`src/rtl/reg7_tx_pkg.sv`:
```
// Shared types and constants for the 7-bit register serial transmitter.
package reg7_tx_pkg;

  localparam int unsigned WORD_W   = 7;
  localparam int unsigned BITCNT_W = 3;
  localparam int unsigned CNT_W    = 8;

  typedef enum logic [2:0] {
    IDLE   = 3'd0,
    START  = 3'd1,
    DATA   = 3'd2,
    PARITY = 3'd3,
    STOP   = 3'd4
  } tx_state_t;

  // Frame length in clocks: start + data + optional parity + stop.
  function automatic int unsigned frame_len(input int unsigned cpb, input bit par_en);
    return (par_en ? WORD_W + 3 : WORD_W + 2) * cpb;
  endfunction

endpackage

```
`src/rtl/reg7_serial_tx_if.sv`:
```
// Load/serial-line bundle between a register source and the serial transmitter.
interface reg7_serial_tx_if;
  import reg7_tx_pkg::*;

  logic              en;
  logic [WORD_W-1:0] d;
  logic              tx;
  logic              ready;
  logic              busy;
  logic              done;

  modport master (output en, d, input tx, ready, busy, done);
  modport slave  (input en, d, output tx, ready, busy, done);

endinterface

```
`src/rtl/reg7_serial_tx_bit_timer.sv`:
```
// Per-bit cycle counter; bit_tick is high on the last cycle of each serial bit.
module bit_timer
  import reg7_tx_pkg::*;
#(
  parameter int unsigned CLKS_PER_BIT = 4
) (
  input  logic clk,
  input  logic reset,
  input  logic clr,
  output logic bit_tick,
  output logic tick_next_c
);

  localparam logic [CNT_W-1:0] LAST = CNT_W'(CLKS_PER_BIT - 1);

  logic [CNT_W-1:0] cnt;
  logic [CNT_W-1:0] cnt_next_c;

  always_comb begin
    cnt_next_c = cnt + CNT_W'(1);
    if (clr || (cnt == LAST)) cnt_next_c = '0;
  end

  // Lookahead lets the tick itself be a registered output, even at one clock per bit.
  assign tick_next_c = (cnt_next_c == LAST);

  always_ff @(posedge clk) begin
    if (!reset) begin
      cnt      <= '0;
      bit_tick <= 1'b0;
    end else begin
      cnt      <= cnt_next_c;
      bit_tick <= tick_next_c;
    end
  end

endmodule

```
`src/rtl/reg7_serial_tx.sv`:
```
// Serialises a 7-bit register word as start, LSB-first data, optional even parity, stop.
module reg7_serial_tx
  import reg7_tx_pkg::*;
#(
  parameter int unsigned CLKS_PER_BIT = 4,
  parameter bit          PARITY_EN    = 1'b1
) (
  input  logic         clk,
  input  logic         reset,
  reg7_serial_tx_if.slave bus
);

  tx_state_t           state;
  logic [WORD_W-1:0]   shift;
  logic [BITCNT_W-1:0] bitcnt;
  logic                par;
  logic                tx_q;
  logic                ready_q;
  logic                busy_q;
  logic                done_q;
  logic                bit_tick;
  logic                tick_next_c;
  logic                clr_c;

  // Timer restarts on entry to every state; it is held at zero while idle.
  assign clr_c = (state == IDLE) || bit_tick;

  bit_timer #(.CLKS_PER_BIT(CLKS_PER_BIT)) u_timer (
    .clk         (clk),
    .reset       (reset),
    .clr         (clr_c),
    .bit_tick    (bit_tick),
    .tick_next_c (tick_next_c)
  );

  always_ff @(posedge clk) begin
    if (!reset) begin
      state   <= IDLE;
      shift   <= '0;
      bitcnt  <= '0;
      par     <= 1'b0;
      tx_q    <= 1'b1;
      ready_q <= 1'b0;
      busy_q  <= 1'b0;
      done_q  <= 1'b0;
    end else begin
      done_q <= 1'b0;
      case (state)
        IDLE: begin
          if (ready_q && bus.en) begin
            shift   <= bus.d;
            par     <= ^bus.d;
            state   <= START;
            tx_q    <= 1'b0;
            ready_q <= 1'b0;
            busy_q  <= 1'b1;
          end else begin
            tx_q    <= 1'b1;
            ready_q <= 1'b1;
            busy_q  <= 1'b0;
          end
        end
        START: begin
          if (bit_tick) begin
            state  <= DATA;
            tx_q   <= shift[0];
            bitcnt <= '0;
          end
        end
        DATA: begin
          if (bit_tick) begin
            if (bitcnt == BITCNT_W'(WORD_W - 1)) begin
              if (PARITY_EN) begin
                state <= PARITY;
                tx_q  <= par;
              end else begin
                state  <= STOP;
                tx_q   <= 1'b1;
                done_q <= tick_next_c;
              end
            end else begin
              shift  <= shift >> 1;
              tx_q   <= shift[1];
              bitcnt <= bitcnt + BITCNT_W'(1);
            end
          end
        end
        PARITY: begin
          if (bit_tick) begin
            state  <= STOP;
            tx_q   <= 1'b1;
            done_q <= tick_next_c;
          end
        end
        STOP: begin
          // done is raised one edge early so it lands on the final stop cycle.
          if (bit_tick) begin
            state   <= IDLE;
            tx_q    <= 1'b1;
            ready_q <= 1'b1;
            busy_q  <= 1'b0;
          end else begin
            done_q <= tick_next_c;
          end
        end
        default: begin
          state   <= IDLE;
          tx_q    <= 1'b1;
          ready_q <= 1'b0;
          busy_q  <= 1'b0;
        end
      endcase
    end
  end

  assign bus.tx    = tx_q;
  assign bus.ready = ready_q;
  assign bus.busy  = busy_q;
  assign bus.done  = done_q;

endmodule

```
`src/flat_wrapper.sv`:
```
// flat-port wrapper written by rule: the top's interface ports become plain ports
module reg7_serial_tx_flat import reg7_tx_pkg::*;
#(
  parameter int unsigned CLKS_PER_BIT = 4,
  parameter bit          PARITY_EN    = 1'b1
)
  (clk, reset, bus_en, bus_d, bus_tx, bus_ready, bus_busy, bus_done);
  reg7_serial_tx_if bus_i ();
  input  logic clk;
  input  logic reset;
  input wire logic [$bits(bus_i.en)-1:0] bus_en;
  input wire logic [$bits(bus_i.d)-1:0] bus_d;
  output wire logic [$bits(bus_i.tx)-1:0] bus_tx;
  output wire logic [$bits(bus_i.ready)-1:0] bus_ready;
  output wire logic [$bits(bus_i.busy)-1:0] bus_busy;
  output wire logic [$bits(bus_i.done)-1:0] bus_done;
  assign bus_i.en = bus_en;
  assign bus_i.d = bus_d;
  assign bus_tx = bus_i.tx;
  assign bus_ready = bus_i.ready;
  assign bus_busy = bus_i.busy;
  assign bus_done = bus_i.done;
  reg7_serial_tx #(.CLKS_PER_BIT(CLKS_PER_BIT), .PARITY_EN(PARITY_EN)) u_core (.clk(clk), .reset(reset), .bus(bus_i));
endmodule
```
`config.mk`:
```
export PLATFORM = sky130hd
export DESIGN_NAME = reg7_serial_tx_flat
export DESIGN_NICKNAME = d
export VERILOG_FILES = /design/src/rtl/reg7_tx_pkg.sv /design/src/rtl/reg7_serial_tx_if.sv /design/src/rtl/reg7_serial_tx_bit_timer.sv /design/src/rtl/reg7_serial_tx.sv /design/src/flat_wrapper.sv
export SDC_FILE = /design/constraint.sdc
export NUM_CORES = 1
export LEC_CHECK = 0
export ABC_AREA = 1
export CAP_MARGIN = 15
export CORE_UTILIZATION = 57
export DETAILED_ROUTE_END_ITERATION = 8
export GPL_TIMING_DRIVEN = 0
export PLACE_DENSITY_LB_ADDON = 0.1
export SYNTH_ARGS = -nofsm -noshare
export SYNTH_HDL_FRONTEND = slang
export SYNTH_HIERARCHICAL = 1
export SYNTH_SLANG_ARGS = --single-unit
```
`constraint.sdc`:
```
create_clock -name clk -period 1.7 [get_ports clk]
set_input_delay 0.34 -clock clk [delete_from_list [all_inputs] [get_ports clk]]
set_output_delay 0.34 -clock clk [all_outputs]
set_load 0.02 [all_outputs]
```
After elaboration in Yosys (flattened, before gate mapping) --
Index checks and enable logic that the tools add are counted.
Word-level totals: output and inout bits 4, bits in registers 27, word-level logic and storage cells 71, input bits 10
Operators by class: reductions and logical operators 15, bitwise operators 1, multiplexer cells 28, $add $sub $neg 2, equal/unequal tests 15
Operators with widths (count):
- two-way mux 3 bit | 8
- two-way mux 7 bit | 3
- == test 8 x 2 -> 1 bit (second input constant) | 2
- case mux 3 bit (5 select lines) | 1
- case mux 7 bit (2 select lines) | 1
- inequality test 2 bit (second input constant) | 6
- two-way mux 1 bit | 9
- adder 8 x 1 -> 8 bit (second input constant) | 1
- two-way mux 8 bit | 1
- AND reduction 4 bit | 2
- parity 7 bit | 1
- == test 3 x 2 -> 1 bit (second input constant) | 2
- == test 3 bit (second input constant) | 2
- case mux 1 bit (3 select lines) | 2
- case mux 3 bit (2 select lines) | 1
- AND reduction 6 bit | 1
- inequality test 2 x 1 -> 1 bit (second input constant) | 2
- case mux 1 bit (4 select lines) | 1
- AND reduction 2 bit | 2
- nonzero test 2 bit | 2
- adder 3 x 1 -> 3 bit (second input constant) | 1
- == test 3 x 1 -> 1 bit (second input constant) | 1
- zero test 3 bit | 1
- AND reduction 3 bit | 1
- 6 further kinds | 7

Longest topological paths before layout --
Gate-level depths: netlist (run 1).
word-level depth 7, mapped depth 11, mapped depth without buffers 11

By module --
The synthesis (run 1) kept the hierarchy.
Modules (own cells, without submodules):
- reg7_serial_tx | cells each 166, instances 1, area an instance 1084.8 um^2, sequential area each 360.3 um^2
- bit_timer | cells each 72, instances 1, area an instance 525.5 um^2, sequential area each 180.2 um^2

Worst setup path after synthesis (run 1) --
OpenSTA, ideal clock, no wires.
path kind register -> register, start register u_core.u_timer.cnt[0], end register u_core.done_q, in the netlist u_core/bus.done, setup slack 0.332 ns, library setup time 0.064 ns, stages on the path, launching flop included 12, clock period less this slack 1.368 ns, data required time 1.636 ns, data arrival time 1.304 ns, buffers on the path 0, cells stage by stage dfxtp_1 -> ha_1 -> nand2_1 -> nor2_2 -> nand2_2 -> nand2_4 -> nor2_1 -> nor2_2 -> nand3_2 -> inv_1 -> nand2_1 -> nor2_1
On the way: word-level cells in the longest chain between the ends 6, elaborated cells on any way between the ends 8, classes of those cells add/sub: 1; eq/ne: 2; mux: 4; reduce/logical: 1
Ends and longest elaborated chain:
- start, declared | line reg7_serial_tx_bit_timer.sv:16 | logic [CNT_W-1:0] cnt;
- start signal, assigned | line reg7_serial_tx_bit_timer.sv:32 | cnt <= cnt_next_c;
- branches (longest 2 deep; another with adder 8 x 1 -> 8 bit)
- two-way mux 8 bit * | line reg7_serial_tx_bit_timer.sv:21 | if (clr || (cnt == LAST)) cnt_next_c = '0;
- == test 8 x 2 -> 1 bit * | line reg7_serial_tx_bit_timer.sv:25 | assign tick_next_c = (cnt_next_c == LAST);
- via u_core.tick_next_c | line reg7_serial_tx.sv:22 | logic tick_next_c;
- two-way mux 1 bit, on equally long branches | line reg7_serial_tx.sv:97, reg7_serial_tx.sv:89
- case mux 1 bit (2 select lines) * | line reg7_serial_tx.sv:48 | case (state)
- end signal, assigned | line reg7_serial_tx.sv:79 | done_q <= tick_next_c;
- end signal, assigned | line reg7_serial_tx.sv:92 | done_q <= tick_next_c;
- end signal, assigned | line reg7_serial_tx.sv:103 | done_q <= tick_next_c;
- end, declared | line reg7_serial_tx.sv:20 | logic done_q;
Mark *: on every way through the listed nets, which the timed path passes. A chain may end at the register's enable or synchronous reset.

Worst setup path in the final report (run 1) --
start register u_core.tx_q, in the netlist u_core/bus.tx, end output bus_tx
RTL lines:
- start, declared | line reg7_serial_tx.sv:17 | logic tx_q;
- start signal, assigned | line reg7_serial_tx.sv:66 | tx_q <= shift[0];
- start signal, assigned | line reg7_serial_tx.sv:75 | tx_q <= par;
- start signal, assigned | line reg7_serial_tx.sv:83 | tx_q <= shift[1];
- end, declared | line flat_wrapper.sv:13 | output wire logic [$bits(bus_i.tx)-1:0] bus_tx;
No word-level cell between the ends.

==> run metrics, run 1 <==
fraction of layout cells with a size suffix above 1 14.9%; post-placement setup slack -0.111 ns; DRC Markers 0; clock root cell clkbuf_4; Slowest cell on crit path clkdlybuf4s50_1; PwrDens between 1000 and 1500 mW/mm2; Starting DRT DRC Count 37; Detail Route Antenna Nets 0; Worst-Margin Slew 0.553 ns; Top Family by Delay on Critical Path buffers and inverters; Peak Freq between 0.6 and 0.7 GHz; status finished clean; Post-Syn Instances between 200 and 250; Power Total slightly below 2 mW; Post-CTS Repair Setup Buffers 0; Ys Warns 6; Mean Syn Cell Area 6.77 um2; final hold violation count 0; drt wl/cell around 11 um; Finish-stage setup viols 0; core footprint 0.00257 mm2; CP Data Required Time between 1 and 1.5 ns; DP Wirelength 2370 um; Final Cell Area 0.00181 mm2; number of distinct library cells after synthesis 26; Final nets 270; # rows 18; post-synthesis sequential area ratio between 30 and 40%; share of power burned in registers 42.7%; largest net degree at the start of global routing 15; Worst EP arrival roughly 1.3 ns; Reg2Reg Depth 11; clock share of power 14.0%; Levels on crit path 1; Worst path max stage delay 0.60 ns; crit path buf inv count 1; Worst-Skew Late Latency around 0.33 ns; Max Buffers Root-to-Sink 2; count of hold-fix buffers inserted at cts 0; Syn Nets roughly 250; routed via count 1481; clock sink count 27; setup tns final 0 ns; cell area after placement 0.00178 mm2; H-tree Lvls 1; Hold WS 0.476 ns; switching part of the total power 41.1%; worst vdd ir 736 uV; Die ar. 0.00304 mm2; first-pass GRT wire length 5000 um; Logic pwr share a little over two fifths; clock-pin transition on the worst setup and hold timing paths 0.13 ns; min setup slack post-route roughly 0.077 ns; leakage power 0.817 nW; drt first pass iters 4; GPL Wtd Cong 0.871; RSZ-0062 raised after global routing false; Die W 55.2 um; CTS buffer count 3; minimum clock period 1.62 ns; CTS tree built; port buffer count 13; number of max-cap violations 0; Pins Over Slew Limit 0; worst hold path type flop to flop; # diodes 0; Post-Route WL 3100 um; Crit Path Max Fanout 2; die height about 55 um; CP cell instances clkdlybuf4s50_1; Syn Std Cell Area 0.00161 mm2; I/O pin count 14; Psw about 0.82 mW; post_cts resized 0; Critical Path Source Type flop; crit share post-route a little over nine tenths; Crit. End Element output port; Hold Crit Depth 2; initial antenna violation count 0; gr ovfl total 0; post-DR vias/cell ~5.2; initial core utilization 62.7%; Area Growth Syn to Fin 12.4%; Slew headroom 63.1%; Tot GR Track Use a little under a quarter; number of global-route vias before repair 1211; Setup Skew 0.00521 ns; synthesized flop and latch total 27; Int Power 1.17 mW; Setup CP Type flop to output port
[power by group through the flow]
stage / combinational (mW) / sequential, mW / clock, mW
2_1_floorplan: 0.644 / 0.870 / 0
3_3_place_gp: 0.851 / 0.858 / 0
3_5_place_dp: 0.863 / 0.860 / 0
4_1_cts: 0.865 / 0.846 / 0.286
5_1_grt: 0.966 / 0.868 / 0.321
6_report: 0.858 / 0.849 / 0.279
[state kept, by name (all words and copies together), names as in the netlist]
| signal | cells |
|---|---|
| u_core/bitcnt | 3 |
| u_core/bus.busy | 1 |
| u_core/bus.done | 1 |
| u_core/bus.ready | 1 |
| u_core/bus.tx | 1 |
| u_core/par | 1 |
| u_core/shift | 7 |
| u_core/state | 3 |
| u_core/u_timer/bit_tick | 1 |
| u_core/u_timer/cnt | 8 |
[metal layers]
layer	vias up	track usage, %	wire, um
met5	-	0	0
met2	26	39.4	1380
met4	0	8.33	51
li1	799	-	-
met3	5	3.55	95
met1	651	29.7	1580
[kinds of logic (layout without fill, tap and decap cells)]
group,Yosys count,after routing,synth area share (%)
AND/OR/NAND/NOR,135,135,41.2
buffers and inverters,36,53,8.93
AO/OA/AOI/OAI,33,33,11.6
flip-flops,27,27,33.6
adder cells (fa/ha/maj),4,4,3.11
XOR/XNOR,3,3,1.63
[cells in the final DEF, fill, tap and decap left out]
cell type	count
dfxtp_2	1
a21oi_1	11
a21oi_2	2
clkbuf_4	3
dlymetal6s2s_1	2
inv_1	29
nor2_2	4
buf_6	1
nor2_1	21
nand3_2	5
a31oi_1	1
nand2_1	61
clkbuf_1	2
o21ai_1	6
o31ai_1	1
xnor2_1	2
xor2_1	1
nand2_2	11
ha_1	4
nor3_1	7
nand2_4	4
o21bai_1	4
nor2_4	2
nand4_1	7
dfxtp_1	26
nand3_1	13
clkdlybuf4s50_1	11
inv_2	4
clkinv_2	1
o21ai_0	8
[final timing paths]
check / slack (ns) / end / from
worst min register to register: 0.48 / u_core/bus.busy$_SDFFE_PN0P_ / u_core/bus.busy$_SDFFE_PN0P_
worst max-delay path: 0.08 / bus_tx / u_core/bus.tx$_SDFFE_PN1P_
worst min-delay path: 0.48 / u_core/bus.busy$_SDFFE_PN0P_ / u_core/bus.busy$_SDFFE_PN0P_
worst max register to register: 0.12 / u_core/bus.done$_SDFF_PN0_ / u_core/u_timer/cnt[0]$_SDFF_PN0_
[cell usage after synthesis]
library cell  instances  area (um2)
nand2_1              61         229
inv_1                29         109
dfxtp_1              27         541
nor2_1               21        78.8
nand3_1              13        65.1
a21oi_1              11        55.1
nand2_2              11        68.8
o21ai_0               8        40.0
nand4_1               7        43.8
nor3_1                7        35.0
o21ai_1               6        30.0
nand3_2               5        50.1
ha_1                  4        50.1
inv_2                 4        15.0
nand2_4               4        45.0
nor2_2                4        25.0
o21bai_1              4        30.0
a21oi_2               2        17.5
nor2_4                2        22.5
xnor2_1               2        17.5
a31oi_1               1        6.26
buf_6                 1        11.3
clkbuf_1              1        3.75
clkinv_2              1        5.00
o31ai_1               1        7.51
xor2_1                1        8.76
[cell type report]
| class | instances | area, um2 |
|---|---|---|
| buffer | 2 | 15.0 |
| tap | 30 | 37.5 |
| clock buffer | 4 | 26.3 |
| multi-input combinational | 175 | 926 |
| inverter | 34 | 129 |
| fill | 237 | 757 |
| sequential | 27 | 542 |
| timing repair buffer | 13 | 135 |
[metrics by stage]
step	cells	util [%]
after floorplan	238	-
after global placement	281	69.2
after detailed placement	281	69.2
after CTS	285	70.3
after global routing	285	70.5
final	285	70.5
Power figures use the tool's default switching activity.
==> run 2: changes to the inputs <==
Settings changed: ABC_AREA 1 to unset, CORE_UTILIZATION 57 to 55.
==> run metrics, run 2 <==
Hold WS 0.484 ns; Syn Std Cell Area 0.00144 mm2; Worst EP arrival 1.30 ns; Detail Route Antenna Nets 0; Largest regs u_core/u_timer/cnt (8), u_core/shift (7); Worst-Skew Late Latency approximately 0.32 ns; Die ar. 0.00282 mm2; Max Buffers Root-to-Sink 2; met3 WL around 83 um; CP Data Required Time 1.36 ns; Die W 53.2 um; Critical R2R Launch u_core/state[0]$_SDFFE_PN0P_; EDFF count, synth 0; clock root cell clkbuf_4; I/O pin count 14; cell taking the most area after synthesis dfxtp_1; port buffer count 13; most frequent cells in the layout dfxtp_1, nor2_1, clkdlybuf4s50_1, nand2_1, inv_1; max reg flops 8; DR WL met2 1480 um; Hold Path Sink u_core/par$_SDFFE_PN0P_; reg2reg setup slack ~0.070 ns; register with the most flip-flops u_core/u_timer/cnt; Hold Crit Depth 2; Setup Skew roughly 0.0075 ns; drt first pass iters 4; post-route insts no fill 212; core footprint 0.00248 mm2; CTS buffer count 3; count of hold-fix buffers inserted at cts 0; CP cell instances clkdlybuf4s50_1; RSZ-0062 raised after global routing false; Worst-Margin Slew 0.479 ns; Syn Nets 179; H-tree Lvls 1; Yosys top cell area share 37.6%; crit share post-route 96.5%; Finish-stage setup viols 0; Reg area between 500 and 600 um2; top routing layer in use met4; die height 53.2 um; number of distinct library cells after synthesis 43; Final Cell Area 0.00165 mm2; final hold violation count 0; initial antenna violation count 0; # rows 18; PwrDens 678 mW/mm2; Crit. End Element output port; Tot GR Track Use 23.5%; DRC Markers 0; post-synthesis sequential area ratio between 30% and 40%; Critical R2R Capture u_core/bitcnt[1]$_SDFFE_PN0P_; Metal-1 WL 1330 um; footprint of the multi-input gates 820 um2; Peak Freq about 0.61 GHz; Inst Count DP between 200 and 250; hold_sp u_core/par$_SDFFE_PN0P_; Power Total about 1.1 mW; cell area after placement 0.00161 mm2; Slowest cell on crit path clkdlybuf4s50_1; leakage power roughly 0.63 nW; # diodes 0; filler instances roughly 220; number of max-cap violations 0; crit path buf inv count 1; Reg2Reg Depth 4; minimum clock period roughly 1.6 ns; clock sink count 27; Pins Over Slew Limit 0; GPL Wtd Cong about 0.8; synthesized flop and latch total 27; drt wl/cell 13.7 um; Post-Route WL 2900 um; Slew headroom 68.1%; clock-pin transition on the worst setup and hold timing paths 0.15 ns; worst hold path type flop to flop; top cells by count, synth dfxtp_1, nor2_1, nand2_1, a21oi_1, inv_1; routed via count 1245; first-pass GRT wire length a little under 5000 um; most common cell in the netlist dfxtp_1; Area Growth Syn to Fin 14.9%; fraction of layout cells with a size suffix above 1 approximately 16%; initial core utilization 58.1%; CTS tree built; worst vdd ir 548 uV; number of global-route vias before repair 1139; DP Wirelength around 2100 um; Starting DRT DRC Count 12; Post-Syn Instances 165; Top Family by Delay on Critical Path buffers and inverters; main flop type after synthesis dfxtp_1; Critical Path Source Type flop; commonest non-fill, non-tap cell in the layout dfxtp_1; ys async rst share 0%; status finished clean; gr ovfl total 0; post-DR vias/cell 5.87; Final nets 197; largest net degree at the start of global routing 16; Setup CP Type flop to output port; leading post-synthesis cells by cell area dfxtp_1, o221a_2, nor2_1; Crit Path Max Fanout 2; Mean Syn Cell Area slightly below 9 um2; Ys Warns 6; Worst path max stage delay 0.60 ns
-- run 2: cell count changes in the layout (fill, tap and decap cells not counted), sizes merged, moves of 6 or more --
cell / before / now
xor2: 1 / 7
nand2: 76 / 13
nor2: 27 / 18
o221a: 0 / 7
nand3: 18 / 2
o21ai: 14 / 4
inv: 33 / 10
-- run 2: per-stage QoR --
stage | setup WS, ns | setup TNS (ns) | util (%)
2_1_floorplan | 0.203 | 0 | -
3_3_place_gp | -0.109 | -0.603 | 64.8
3_5_place_dp | -0.0859 | -0.468 | 64.8
4_1_cts | 0.00804 | 0 | 66.1
5_1_grt | 0.00521 | 0 | 66.7
6_report | 0.0598 | 0 | 66.7
-- run 2: worst max path at each step --
stage,from,endpoint,slack [ns],depth (start not counted)
after detailed placement,bus_en,u_core/shift[1]$_SDFFE_PN0P_,-0.09,4
after floorplan,u_core/state[2]$_SDFFE_PN0P_,u_core/bitcnt[1]$_SDFFE_PN0P_,0.20,4
final,u_core/bus.busy$_SDFFE_PN0P_,bus_busy,0.06,1
after CTS,u_core/state[0]$_SDFFE_PN0P_,u_core/shift[2]$_SDFFE_PN0P_,0.008,5
after global placement,bus_en,u_core/shift[4]$_SDFFE_PN0P_,-0.11,4
after global routing,u_core/state[0]$_SDFFE_PN0P_,u_core/bitcnt[1]$_SDFFE_PN0P_,0.005,4
-- run 2: where the power goes --
part	internal [mW]	switching, mW	total [mW]	leakage [nW]
clock	0.0881	0.186	0.274	0.0177
combinational	0.0876	0.0817	0.169	0.387
sequential	0.658	0.0189	0.677	0.221
-- run 2: metal layers --
metal  vias to the layer above  GRT usage [%]
met4                         0           7.89
met2                        13           43.2
li1                        625              -
met5                         -              0
met3                         2           2.59
met1                       605           27.8
-- run 2: cell families (layout without fill, tap and decap cells) --
| family | Yosys count | in the layout | synth area share, % |
|---|---|---|---|
| muxes | 1 | 1 | 0.696 |
| buffers and inverters | 18 | 35 | 6.61 |
| adders and majority gates | 4 | 4 | 3.48 |
| xor gates and xnor gates | 14 | 14 | 8.52 |
| and+or+nand+nor | 65 | 65 | 24.5 |
| AOI/OAI and AO/OA | 36 | 36 | 18.6 |
| DFF | 27 | 27 | 37.6 |
-- run 2: worst register-to-register path, stage by stage, from the launching register on --
cell and delay (ns):
dfxtp_1 0.37, buf_6 0.15, or3b_4 0.39, or4_1 0.51
a21oi_1 0.14
-- run 2: what timing repair did --
action / in CTS / in global routing
cloned: 0 / 0
buffers inserted: 0 / 0
gates resized for setup: 2 / 7
setup endpoints to repair: 7 / 15
-- run 2: layout make-up --
class | instances | area share (%)
plain buffers | 8 | 3.56
clock buffers | 3 | 1.36
clock inverters | 1 | 0.303
inverters | 10 | 2.27
multi-input cells | 120 | 49.6
flip-flops and latches | 27 | 32.9
well taps | 30 | 2.27
repair buffers | 13 | 7.80
